`src/rtl/uart_rx_cfg.sv`:
```
// Parametrised UART receiver: 5..9 data bits, optional odd/even parity, 1 or 2
// stop bits, start-bit glitch rejection and break (held-low line) recovery.
module uart_rx_cfg #(
  parameter int CLKS_PER_BIT = 87,
  parameter int DATA_BITS    = 8,
  parameter int PARITY       = 0,
  parameter int STOP_BITS    = 1
) (
  input  logic                 i_Clock,
  input  logic                 i_Reset,
  input  logic                 i_Rx_Serial,
  output logic                 o_Rx_DV,
  output logic [DATA_BITS-1:0] o_Rx_Byte,
  output logic                 o_Parity_Err,
  output logic                 o_Frame_Err,
  output logic                 o_Busy
);

  // state    | meaning
  // S_IDLE   | line idle, waiting for a falling edge
  // S_START  | timing to the start-bit midpoint, reject glitches
  // S_DATA   | sampling DATA_BITS data bits, LSB first
  // S_PARITY | sampling the parity bit
  // S_STOP   | sampling STOP_BITS stop bits, DV on the last one
  // S_BREAK  | frame error seen, waiting for the line to return high

  localparam int CW = (CLKS_PER_BIT > 1) ? $clog2(CLKS_PER_BIT) : 1;
  localparam int IW = $clog2(DATA_BITS + 1);

  localparam logic [CW-1:0] CNT_MID       = CW'(CLKS_PER_BIT / 2);
  localparam logic [CW-1:0] CNT_LAST      = CW'(CLKS_PER_BIT - 1);
  localparam logic [IW-1:0] IDX_DATA_LAST = IW'(DATA_BITS - 1);
  localparam logic [IW-1:0] IDX_STOP_LAST = IW'(STOP_BITS - 1);
  localparam logic          PAR_ODD       = (PARITY == 1);

  typedef enum logic [2:0] {
    S_IDLE   = 3'd0,
    S_START  = 3'd1,
    S_DATA   = 3'd2,
    S_PARITY = 3'd3,
    S_STOP   = 3'd4,
    S_BREAK  = 3'd5
  } state_t;

  state_t               state;
  logic                 rx_meta;
  logic                 line;
  logic [CW-1:0]        cnt;
  logic [IW-1:0]        idx;
  logic [DATA_BITS-1:0] shreg;
  logic                 par_err;
  logic                 frm_err;
  logic                 stop_bad;
  logic                 par_bad;

  // Error state including the sample being taken this cycle.
  assign stop_bad = frm_err | ~line;
  assign par_bad  = line != (^shreg ^ PAR_ODD);

  always_ff @(posedge i_Clock or posedge i_Reset) begin
    if (i_Reset) begin
      rx_meta      <= 1'b1;
      line         <= 1'b1;
      state        <= S_IDLE;
      cnt          <= '0;
      idx          <= '0;
      shreg        <= '0;
      par_err      <= 1'b0;
      frm_err      <= 1'b0;
      o_Rx_DV      <= 1'b0;
      o_Rx_Byte    <= '0;
      o_Parity_Err <= 1'b0;
      o_Frame_Err  <= 1'b0;
      o_Busy       <= 1'b0;
    end else begin
      rx_meta      <= i_Rx_Serial;
      line         <= rx_meta;
      o_Rx_DV      <= 1'b0;
      o_Parity_Err <= 1'b0;
      o_Frame_Err  <= 1'b0;
      o_Busy       <= 1'b1;

      case (state)
        S_IDLE: begin
          cnt    <= '0;
          idx    <= '0;
          o_Busy <= ~line;
          if (!line) begin
            par_err <= 1'b0;
            frm_err <= 1'b0;
            state   <= S_START;
          end
        end

        S_START: begin
          if (cnt == CNT_MID) begin
            cnt <= '0;
            idx <= '0;
            if (!line) begin
              state <= S_DATA;
            end else begin
              state  <= S_IDLE;
              o_Busy <= 1'b0;
            end
          end else begin
            cnt <= cnt + 1'b1;
          end
        end

        S_DATA: begin
          if (cnt == CNT_LAST) begin
            cnt   <= '0;
            shreg <= {line, shreg[DATA_BITS-1:1]};
            if (idx == IDX_DATA_LAST) begin
              idx   <= '0;
              state <= (PARITY != 0) ? S_PARITY : S_STOP;
            end else begin
              idx <= idx + 1'b1;
            end
          end else begin
            cnt <= cnt + 1'b1;
          end
        end

        S_PARITY: begin
          if (cnt == CNT_LAST) begin
            cnt     <= '0;
            idx     <= '0;
            par_err <= par_bad;
            state   <= S_STOP;
          end else begin
            cnt <= cnt + 1'b1;
          end
        end

        S_STOP: begin
          if (cnt == CNT_LAST) begin
            cnt     <= '0;
            frm_err <= stop_bad;
            if (idx == IDX_STOP_LAST) begin
              idx          <= '0;
              o_Rx_DV      <= 1'b1;
              o_Rx_Byte    <= shreg;
              o_Parity_Err <= par_err;
              o_Frame_Err  <= stop_bad;
              // Returning at the midpoint leaves half a bit to catch a
              // back-to-back start edge.
              state        <= stop_bad ? S_BREAK : S_IDLE;
              o_Busy       <= stop_bad;
            end else begin
              idx <= idx + 1'b1;
            end
          end else begin
            cnt <= cnt + 1'b1;
          end
        end

        S_BREAK: begin
          cnt <= '0;
          idx <= '0;
          if (line) begin
            state  <= S_IDLE;
            o_Busy <= 1'b0;
          end
        end

        default: begin
          state  <= S_IDLE;
          cnt    <= '0;
          idx    <= '0;
          o_Busy <= 1'b0;
        end
      endcase
    end
  end

endmodule

```
`config.mk`:
```
export PLATFORM = sky130hd
export DESIGN_NAME = uart_rx_cfg
export DESIGN_NICKNAME = d
export VERILOG_FILES = /design/src/rtl/uart_rx_cfg.sv
export SDC_FILE = /design/constraint.sdc
export NUM_CORES = 1
export LEC_CHECK = 0
export CAP_MARGIN = 25
export CORE_ASPECT_RATIO = 1.25
export CORE_UTILIZATION = 50
export CTS_BUF_LIST = sky130_fd_sc_hd__clkbuf_16
export DETAILED_ROUTE_END_ITERATION = 10
export PLACE_DENSITY = 0.8
export REMOVE_ABC_BUFFERS = 1
export SYNTH_ARGS = -nofsm -noshare
export SYNTH_HDL_FRONTEND = slang
export SYNTH_SLANG_ARGS = --single-unit
```
`constraint.sdc`:
```
create_clock -name i_Clock -period 2 [get_ports i_Clock]
set_input_delay 0.2 -clock i_Clock [delete_from_list [all_inputs] [get_ports i_Clock]]
set_output_delay 0.2 -clock i_Clock [all_outputs]
set_load 0.01 [all_outputs]
```
==> results of run 1 <==
## per-layer routing
layer / global-route usage [%] / vias up / wire, um / part of all wire, %
met5: 0 / - / 0 / 0
met4: 5.69 / 0 / 26 / 0.67
met3: 4.94 / 4 / 166 / 4.3
met2: 35.4 / 52 / 2030 / 52
met1: 26.3 / 678 / 1660 / 43
li1: - / 644 / - / -
## worst max-delay path: cells and delay by family (launching register included)
kind | cells | cell delay, ns
adders and majority gates | 1 | 0.16
buffers and inverters | 1 | 0.08
DFF | 1 | 0.40
muxes | 1 | 0.32
and+or+nand+nor | 2 | 0.87
## sequential cells by signal, summed over array words and instances (netlist names)
name and flops:
o_Parity_Err 1, o_Rx_DV 1, par_err 1, shreg 8, cnt 7, o_Rx_Byte 8
o_Frame_Err 1, line 1, o_Busy 1, idx 4, rx_meta 1, frm_err 1
state 3
## per-stage QoR
| step | std cells | hold slack (ns) | area, um2 | utilization [%] |
|---|---|---|---|---|
| after floorplan | 161 | 0.204 | 1870 | - |
| after global placement | 224 | 0.346 | 2130 | 59.7 |
| after detailed placement | 224 | 0.349 | 2130 | 59.7 |
| after CTS | 232 | 0.325 | 2320 | 65.0 |
| after global routing | 235 | 0.318 | 2350 | 65.8 |
| final | 235 | 0.326 | 2350 | 65.8 |
## logic make-up (layout without fill, tap and decap cells)
group / after synthesis / count (layout) / synth area share [%]
and+or+nand+nor: 51 / 52 / 15.5
DFF: 38 / 38 / 50.1
AOI/OAI and AO/OA: 30 / 30 / 10.9
muxes: 16 / 16 / 10.9
buffers and inverters: 16 / 44 / 3.68
xor gates and xnor gates: 12 / 12 / 6.25
adders and majority gates: 4 / 4 / 2.63
## cells in the mapped netlist, types with 3 or more instances
library cell | instances | area, um2
sky130_fd_sc_hd__a211o_1 | 3 | 26.3
sky130_fd_sc_hd__dfrtp_1 | 36 | 901
sky130_fd_sc_hd__clkbuf_1 | 3 | 11.3
sky130_fd_sc_hd__xnor2_1 | 8 | 70.1
sky130_fd_sc_hd__nor2_1 | 13 | 48.8
sky130_fd_sc_hd__mux2_2 | 9 | 101
sky130_fd_sc_hd__nand2b_1 | 3 | 18.8
sky130_fd_sc_hd__nand2_1 | 7 | 26.3
sky130_fd_sc_hd__o22ai_1 | 3 | 18.8
sky130_fd_sc_hd__inv_1 | 10 | 37.5
sky130_fd_sc_hd__xor2_1 | 3 | 26.3
sky130_fd_sc_hd__ha_1 | 4 | 50.1
sky130_fd_sc_hd__o21ai_0 | 6 | 30.0
sky130_fd_sc_hd__nand3_1 | 5 | 25.0
sky130_fd_sc_hd__nor2b_1 | 4 | 25.0
sky130_fd_sc_hd__a21oi_1 | 7 | 35.0
sky130_fd_sc_hd__mux2_4 | 7 | 105
## report_power, final
part           total, mW  switching [mW]  internal (mW)
Sequential         0.795         0.00994          0.785
Clock              0.996           0.287          0.709
Combinational      0.110          0.0666         0.0433
## timing repair
action | in CTS | in global routing
setup buffers | 0 | 2
gates resized for setup | 0 | 2
endpoints found under the setup margin | 0 | 8
## path summary, 6_finish.rpt
| path | cells after the start | endpoint | slack [ns] |
|---|---|---|---|
| setup / recovery | 5 | o_Rx_Byte[3] | 0.06 |
| hold / removal | 3 | cnt[2] | 0.33 |
| setup reg to reg | 5 | o_Rx_Byte[3] | 0.06 |
| hold reg to reg | 0 | line | 0.36 |
| max in group asynchronous | 3 | line | 1.33 |
| min in group i_Clock | 1 | rx_meta | 0.33 |
## layout make-up
cell class | instances | area (um2) | share of cell area (%)
inverters | 10 | 37.5 | 1.60
clock inverters | 3 | 63.8 | 2.71
clock buffers | 5 | 125 | 5.32
well taps | 39 | 48.8 | 2.08
repair buffers | 26 | 230 | 9.79
flip-flops and latches | 38 | 953 | 40.6
multi-input cells | 114 | 892 | 37.9
==> flow_summary.html, run 1 <==
<table>
<tr><th>Metric</th><th>Value</th></tr>
<tr><th colspan="2">Run status</th></tr>
<tr><td>Result of the run</td><td>finished, violations left</td></tr>
<tr><td>Failing checks</td><td>design-rule violations</td></tr>
<tr><th colspan="2">Final layout</th></tr>
<tr><td>Number of antenna cells inserted</td><td>0</td></tr>
<tr><td>Layout area overhead</td><td>23.6%</td></tr>
<tr><td>Leading cell type in the layout, fill and taps excluded</td><td>sky130_fd_sc_hd__dfrtp_1</td></tr>
<tr><td>Final #Nets</td><td>202</td></tr>
<tr><td>Proportion of layout cells with a drive suffix above 1</td><td>23.0%</td></tr>
<tr><td>Most frequent cells in the layout</td><td>36 x sky130_fd_sc_hd__dfrtp_1, 14 x sky130_fd_sc_hd__clkdlybuf4s50_1, 13 x sky130_fd_sc_hd__nor2_1</td></tr>
<tr><td>Fillers</td><td>264</td></tr>
<tr><th colspan="2">STA</th></tr>
<tr><td>Measured slew at the worst slew-check pin</td><td>0.466 ns</td></tr>
<tr><td>Count of endpoints failing setup in the final report</td><td>0</td></tr>
<tr><td>Crit path time final</td><td>1.94 ns</td></tr>
<tr><td>Unrepaired setup endpoints after global routing</td><td>false</td></tr>
<tr><td>Maximum frequency from static timing analysis</td><td>0.515 GHz</td></tr>
<tr><td>Setup slack after layout</td><td>0.0598 ns</td></tr>
<tr><td>Worst Skew</td><td>0.00285 ns</td></tr>
<tr><td>Worst slew margin relative to its limit</td><td>68.9%</td></tr>
<tr><td>Hold Vio Cnt, Final</td><td>0</td></tr>
<tr><td>Crit share post-route</td><td>97.0%</td></tr>
<tr><td>Total negative setup slack</td><td>0 ns</td></tr>
<tr><td>Final number of max-transition violations</td><td>0</td></tr>
<tr><th colspan="2">Global route</th></tr>
<tr><td>Remaining Overflow, GRT</td><td>0</td></tr>
<tr><td>Number of global-route vias before repair</td><td>1395</td></tr>
<tr><td>Maximum number of pins on one net before global-route repair</td><td>39</td></tr>
<tr><td>Aggregate global-route resource usage</td><td>20.7%</td></tr>
<tr><td>Number of antenna violations at the first check in global routing</td><td>0</td></tr>
<tr><td>Wire length of the first global-routing pass</td><td>6490 um</td></tr>
<tr><th colspan="2">Critical path</th></tr>
<tr><td>Maximum fanout along the worst path</td><td>6</td></tr>
<tr><td>Critical Setup Path Class</td><td>flip-flop to flip-flop</td></tr>
<tr><td>Nature of the critical path endpoint</td><td>flip-flop</td></tr>
<tr><td>Critical Path Source Type</td><td>flip-flop</td></tr>
<tr><td>Cell at the slowest stage of the critical path</td><td>sky130_fd_sc_hd__or3_4</td></tr>
<tr><td>Worst setup path startpoint</td><td>idx[0]</td></tr>
<tr><td>Worst Path Required</td><td>2.16 ns</td></tr>
<tr><td>Worst flop-to-flop path startpoint</td><td>idx[0]</td></tr>
<tr><td>Crit-path cells</td><td>inv_1 &gt; ha_1 &gt; or3b_4 &gt; or3_4 &gt; mux2_4</td></tr>
<tr><td>Data arrival time of the critical path</td><td>2.10 ns</td></tr>
<tr><td>Delay of the slowest cell on the worst path</td><td>0.47 ns</td></tr>
<tr><th colspan="2">Pwr</th></tr>
<tr><td>Power density over cell area</td><td>809 nW/um2</td></tr>
<tr><td>Total power</td><td>1.90 mW</td></tr>
<tr><td>Leakage power</td><td>1.10 nW</td></tr>
<tr><td>Peak supply drop</td><td>0.000448 V</td></tr>
<tr><th colspan="2">Synth</th></tr>
<tr><td>FF+latch count, synth</td><td>38</td></tr>
<tr><td>Number of warnings printed during yosys synthesis</td><td>0</td></tr>
<tr><td>Proportion of register bits with asynchronous set or reset after synthesis</td><td>100%</td></tr>
<tr><td>Most frequently used flop master after synthesis</td><td>sky130_fd_sc_hd__dfrtp_1</td></tr>
<tr><td>Count of distinct cell types in the synthesized netlist</td><td>44</td></tr>
<tr><td>Cell Area, Synth</td><td>1900 um2</td></tr>
<tr><td>Synthesized instance count</td><td>167</td></tr>
<tr><td>EDFF count, synth</td><td>0</td></tr>
<tr><td>Average instance area after synthesis</td><td>11.4 um2</td></tr>
<tr><td>Sequential share of the synthesized area</td><td>50.1%</td></tr>
<tr><th colspan="2">Place</th></tr>
<tr><td>Routability cong.</td><td>0.964</td></tr>
<tr><td>Pre-CTS setup slack</td><td>0.0599 ns</td></tr>
<tr><td>Port buffer count</td><td>14</td></tr>
<tr><td>Placed wire-length estimate after detailed placement</td><td>2680 um</td></tr>
<tr><th colspan="2">Floorplanning</th></tr>
<tr><td>Placeable Area</td><td>3570 um2</td></tr>
<tr><td>Width of the die</td><td>57.2 um</td></tr>
<tr><td>Top-level I/O count</td><td>15</td></tr>
<tr><td>Starting utilization of the core area</td><td>53.2%</td></tr>
<tr><td>Height of the chip</td><td>71.0 um</td></tr>
<tr><td>Total Die Area</td><td>4060 um2</td></tr>
<tr><td>Row cnt</td><td>24</td></tr>
<tr><th colspan="2">Clock tree</th></tr>
<tr><td>Clk Latency, worst-skew pair</td><td>0.28 ns</td></tr>
<tr><td>Clock-pin slew on the worst setup and hold paths</td><td>0.06 ns</td></tr>
<tr><td># H-tree levels</td><td>2</td></tr>
<tr><td>CTS Hold Bufs</td><td>0</td></tr>
<tr><td>Buffer type at the clock tree root</td><td>sky130_fd_sc_hd__clkbuf_16</td></tr>
<tr><td>Number of buffers added by the clock tree synthesis step</td><td>5</td></tr>
<tr><td>Clock sink total</td><td>38</td></tr>
<tr><td>TritonCTS clock tree</td><td>done</td></tr>
<tr><td>Worst-case clock buffer depth</td><td>2</td></tr>
<tr><th colspan="2">Drt</th></tr>
<tr><td>Initial DRC Count</td><td>77</td></tr>
<tr><td>Overall routed net length</td><td>3880 um</td></tr>
<tr><td>Number of detailed-routing iterations run before antenna repair</td><td>7</td></tr>
<tr><td>Number of nets with antenna violations after detailed routing</td><td>0</td></tr>
<tr><td>Mean routed wirelength per cell</td><td>16.5 um</td></tr>
<tr><td>Final routed DRC violation total</td><td>4</td></tr>
<tr><td>Via total after detailed routing</td><td>1378</td></tr>
<tr><td>DR vias/cell</td><td>5.86</td></tr>
<tr><th colspan="2">Worst hold path</th></tr>
<tr><td>HP Class</td><td>input pin to async pin</td></tr>
<tr><th colspan="2">Job</th></tr>
<tr><td>Maxcap violations</td><td>0</td></tr>
</table>
(Power assumes the default switching activity.)
==> run 2: changes to the inputs <==
CTS_CLUSTER_SIZE = 10   (was unset)
PLACE_DENSITY = unset   (was 0.8)
PLACE_DENSITY_LB_ADDON = 0.2   (was unset)
==> run 2 against run 1 <==
  * The run still ends with design-rule violations left
  * Final area is 2.9% lower
  * Critical path depth stayed put
  * First-iteration DRC count is 17% lower
  * Clock power is 27% lower
  * Register-to-register slack hardly changed
  * Via count is 2.3% lower
  * Combinational power is 4% lower
  * Total power is 14% lower
  * Clock skew is 0.00080 ns higher
  * Final cell count is 1.3% lower
  * Global-route usage is 1.1 points lower
  * Critical path type unchanged
  * Largest cell class unchanged
==> flow_summary.html, run 2 (synthesis results as in run 1) <==
<table>
<tr><th>Metric</th><th>Value</th></tr>
<tr><th colspan="2">Drt</th></tr>
<tr><td>Met2 wire length</td><td>1880 um (-7.0%)</td></tr>
<tr><td>Overall routed net length</td><td>3630 um (-6.5%)</td></tr>
<tr><td>Number of nets with antenna violations after detailed routing</td><td>0 (unchanged)</td></tr>
<tr><td>Total routed wire length on the met1 layer</td><td>1490 um (-10%)</td></tr>
<tr><td>Initial DRC Count</td><td>64 (-17%)</td></tr>
<tr><td>Met3 layer wire length in the routed design</td><td>127 um (-23%)</td></tr>
<tr><td>Mean routed wirelength per cell</td><td>15.7 um (-5.3%)</td></tr>
<tr><td>Highest routed metal layer</td><td>met4</td></tr>
<tr><td>Number of detailed-routing iterations run before antenna repair</td><td>7 (unchanged)</td></tr>
<tr><td>Final routed DRC violation total</td><td>6 (+2)</td></tr>
<tr><td>DR vias/cell</td><td>5.80 (-1.1%)</td></tr>
<tr><td>Via total after detailed routing</td><td>1346 (-2.3%)</td></tr>
<tr><th colspan="2">Critical path</th></tr>
<tr><td>Nature of the critical path endpoint</td><td>flip-flop</td></tr>
<tr><td>Data arrival time of the critical path</td><td>2.10 ns (about the same)</td></tr>
<tr><td>Maximum fanout along the worst path</td><td>5 (-1)</td></tr>
<tr><td>Worst Path Required</td><td>2.16 ns (about the same)</td></tr>
<tr><td>Critical Path Source Type</td><td>flip-flop</td></tr>
<tr><td>Critical Setup Path Class</td><td>flip-flop to flip-flop</td></tr>
<tr><th colspan="2">Place</th></tr>
<tr><td>Placed standard-cell area</td><td>2130 um2 (-0.35%)</td></tr>
<tr><td>Placed wire-length estimate after detailed placement</td><td>2530 um (-5.7%)</td></tr>
<tr><td>Placed Cells</td><td>223 (-0.45%)</td></tr>
<tr><td>Port buffer count</td><td>14 (unchanged)</td></tr>
<tr><td>Routability cong.</td><td>0.833 (-14%)</td></tr>
<tr><th colspan="2">Pwr</th></tr>
<tr><td>Share of total power consumed by net switching</td><td>21.9% (+2.8 points)</td></tr>
<tr><td>Leakage power</td><td>1.07 nW (-3.0%)</td></tr>
<tr><td>Power density over cell area</td><td>716 nW/um2 (-11%)</td></tr>
<tr><td>Combinational group share of total power</td><td>6.5% (+0.7 points)</td></tr>
<tr><td>Power dissipated by switching net loads</td><td>0.358 mW (-1.5%)</td></tr>
<tr><td>Power Internal</td><td>1.28 mW (-17%)</td></tr>
<tr><td>Total power</td><td>1.63 mW (-14%)</td></tr>
<tr><td>Clock network fraction of design power</td><td>44.8% (-7.6 points)</td></tr>
<tr><td>Sequential share of power</td><td>48.7% (+6.9 points)</td></tr>
<tr><td>Peak supply drop</td><td>0.000346 V (-23%)</td></tr>
<tr><th colspan="2">Clock tree</th></tr>
<tr><td>Buffer type at the clock tree root</td><td>sky130_fd_sc_hd__clkbuf_16</td></tr>
<tr><td>TritonCTS clock tree</td><td>done</td></tr>
<tr><td>Clk Latency, worst-skew pair</td><td>0.28 ns (about the same)</td></tr>
<tr><td>Clock sink total</td><td>38 (unchanged)</td></tr>
<tr><td>Clock-pin slew on the worst setup and hold paths</td><td>0.05 ns (about the same)</td></tr>
<tr><td># H-tree levels</td><td>2 (unchanged)</td></tr>
<tr><td>Number of buffers added by the clock tree synthesis step</td><td>5 (unchanged)</td></tr>
<tr><td>Worst-case clock buffer depth</td><td>2 (unchanged)</td></tr>
<tr><td>CTS Hold Bufs</td><td>0 (unchanged)</td></tr>
<tr><th colspan="2">STA</th></tr>
<tr><td>Final number of max-transition violations</td><td>0 (unchanged)</td></tr>
<tr><td>Count of endpoints failing setup in the final report</td><td>0 (unchanged)</td></tr>
<tr><td>Crit path time final</td><td>1.93 ns (-0.00531 ns)</td></tr>
<tr><td>Hold Vio Cnt, Final</td><td>0 (unchanged)</td></tr>
<tr><td>Worst Skew</td><td>0.00364 ns (+0.000798 ns)</td></tr>
<tr><td>Measured slew at the worst slew-check pin</td><td>0.465 ns (-0.000718 ns)</td></tr>
<tr><td>Unrepaired setup endpoints after global routing</td><td>false</td></tr>
<tr><td>Total negative setup slack</td><td>0 ns (unchanged)</td></tr>
<tr><td>Crit share post-route</td><td>96.7% (-0.27 points)</td></tr>
<tr><td>Worst slew margin relative to its limit</td><td>69.0% (about the same)</td></tr>
<tr><td>Maximum frequency from static timing analysis</td><td>0.517 GHz (+0.27%)</td></tr>
<tr><th colspan="2">Floorplanning</th></tr>
<tr><td>Width of the die</td><td>57.2 um (unchanged)</td></tr>
<tr><td>Top-level I/O count</td><td>15 (unchanged)</td></tr>
<tr><td>Row cnt</td><td>24 (unchanged)</td></tr>
<tr><td>Starting utilization of the core area</td><td>53.2% (unchanged)</td></tr>
<tr><td>Total Die Area</td><td>4060 um2 (unchanged)</td></tr>
<tr><td>Placeable Area</td><td>3570 um2 (unchanged)</td></tr>
<tr><td>Height of the chip</td><td>71.0 um (unchanged)</td></tr>
<tr><th colspan="2">Final layout</th></tr>
<tr><td>Final standard cell utilization of the core</td><td>63.9% (-1.9 points)</td></tr>
<tr><td>Leading cell type in the layout, fill and taps excluded</td><td>sky130_fd_sc_hd__dfrtp_1</td></tr>
<tr><td>Most frequent cells in the layout</td><td>36 x sky130_fd_sc_hd__dfrtp_1, 14 x sky130_fd_sc_hd__clkdlybuf4s50_1, 13 x sky130_fd_sc_hd__nor2_1</td></tr>
<tr><td>Layout area overhead</td><td>20.0%</td></tr>
<tr><td>Non-Filler Instances</td><td>232 (-1.3%)</td></tr>
<tr><td>Top Registers</td><td>o_Rx_Byte x8, shreg x8, cnt x7</td></tr>
<tr><td>Post-route cell area</td><td>2280 um2 (-2.9%)</td></tr>
<tr><td>Proportion of layout cells with a drive suffix above 1</td><td>22.3% (-0.68 points)</td></tr>
<tr><td>Number of antenna cells inserted</td><td>0 (unchanged)</td></tr>
<tr><td>Final #Nets</td><td>200 (-0.99%)</td></tr>
<tr><th colspan="2">Global route</th></tr>
<tr><td>Maximum number of pins on one net before global-route repair</td><td>39 (unchanged)</td></tr>
<tr><td>Number of antenna violations at the first check in global routing</td><td>0 (unchanged)</td></tr>
<tr><td>Number of global-route vias before repair</td><td>1370 (-1.8%)</td></tr>
<tr><td>Aggregate global-route resource usage</td><td>19.6% (-1.1 points)</td></tr>
<tr><td>Wire length of the first global-routing pass</td><td>6050 um (-6.8%)</td></tr>
<tr><td>Remaining Overflow, GRT</td><td>0 (unchanged)</td></tr>
<tr><th colspan="2">Run status</th></tr>
<tr><td>Failing checks</td><td>design-rule violations</td></tr>
<tr><td>Result of the run</td><td>finished, violations left</td></tr>
<tr><th colspan="2">Job</th></tr>
<tr><td>Maxcap violations</td><td>0 (unchanged)</td></tr>
<tr><th colspan="2">Worst hold path</th></tr>
<tr><td>HP Class</td><td>input pin to flip-flop</td></tr>
</table>
run 2: cell count changes in the layout (fill, tap and decap cells not counted), sizes merged:
cell	change
buf	-2
bufinv	-2
clkinv	+1
run 2: per-layer routing:
layer	vias to the layer above	track usage, %
li1	638	-
met2	39	32.4
met5	-	0
met1	658	22.9
met3	11	4.20
met4	0	12.5
run 2: stage by stage:
step,hold WS (ns),setup WS (ns)
final,0.330,0.0651
after global routing,0.329,0.0214
after CTS,0.330,0.0473
after detailed placement,0.350,0.0670
after global placement,0.346,0.103
after floorplan,0.204,0.129
run 2: power by group through the flow:
| stage | registers (mW) | logic, mW | clock network [mW] |
|---|---|---|---|
| floorplan | 0.817 | 0.0589 | 0 |
| global placement | 0.808 | 0.105 | 0 |
| detailed placement | 0.809 | 0.107 | 0 |
| CTS | 0.796 | 0.108 | 0.750 |
| global route | 0.797 | 0.120 | 0.767 |
| finish | 0.796 | 0.106 | 0.732 |
run 2: cell type report:
class / count / area (um2)
multi-input cells: 114 / 892
well taps: 39 / 48.8
clock inverters: 2 / 10.0
inverters: 10 / 37.5
flip-flops and latches: 38 / 953
clock buffers: 5 / 125
repair buffers: 24 / 215
fillers: 277 / 1290
run 2: critical path, stage by stage (launching register included):
cell,delay [ns]
sky130_fd_sc_hd__dfrtp_1,0.41
sky130_fd_sc_hd__inv_1,0.09
sky130_fd_sc_hd__ha_1,0.15
sky130_fd_sc_hd__or3b_4,0.40
sky130_fd_sc_hd__or3_4,0.45
sky130_fd_sc_hd__mux2_4,0.32
run 2: worst paths after layout:
kind / to / slack (ns) / start / cells after the start
max: o_Rx_Byte[3] / 0.07 / idx[0] / 5
min: rx_meta / 0.33 / i_Rx_Serial / 1
max reg2reg: o_Rx_Byte[3] / 0.07 / idx[0] / 5
min reg2reg: line / 0.36 / rx_meta / 0
max in group asynchronous: rx_meta / 1.31 / i_Reset / 3
min in group asynchronous: shreg[6] / 0.34 / i_Reset / 3
run 2: repair_timing:
action	4_1_cts	5_1_grt
buffers inserted	0	1
resized for setup	0	2
endpoints found under the setup margin	0	7
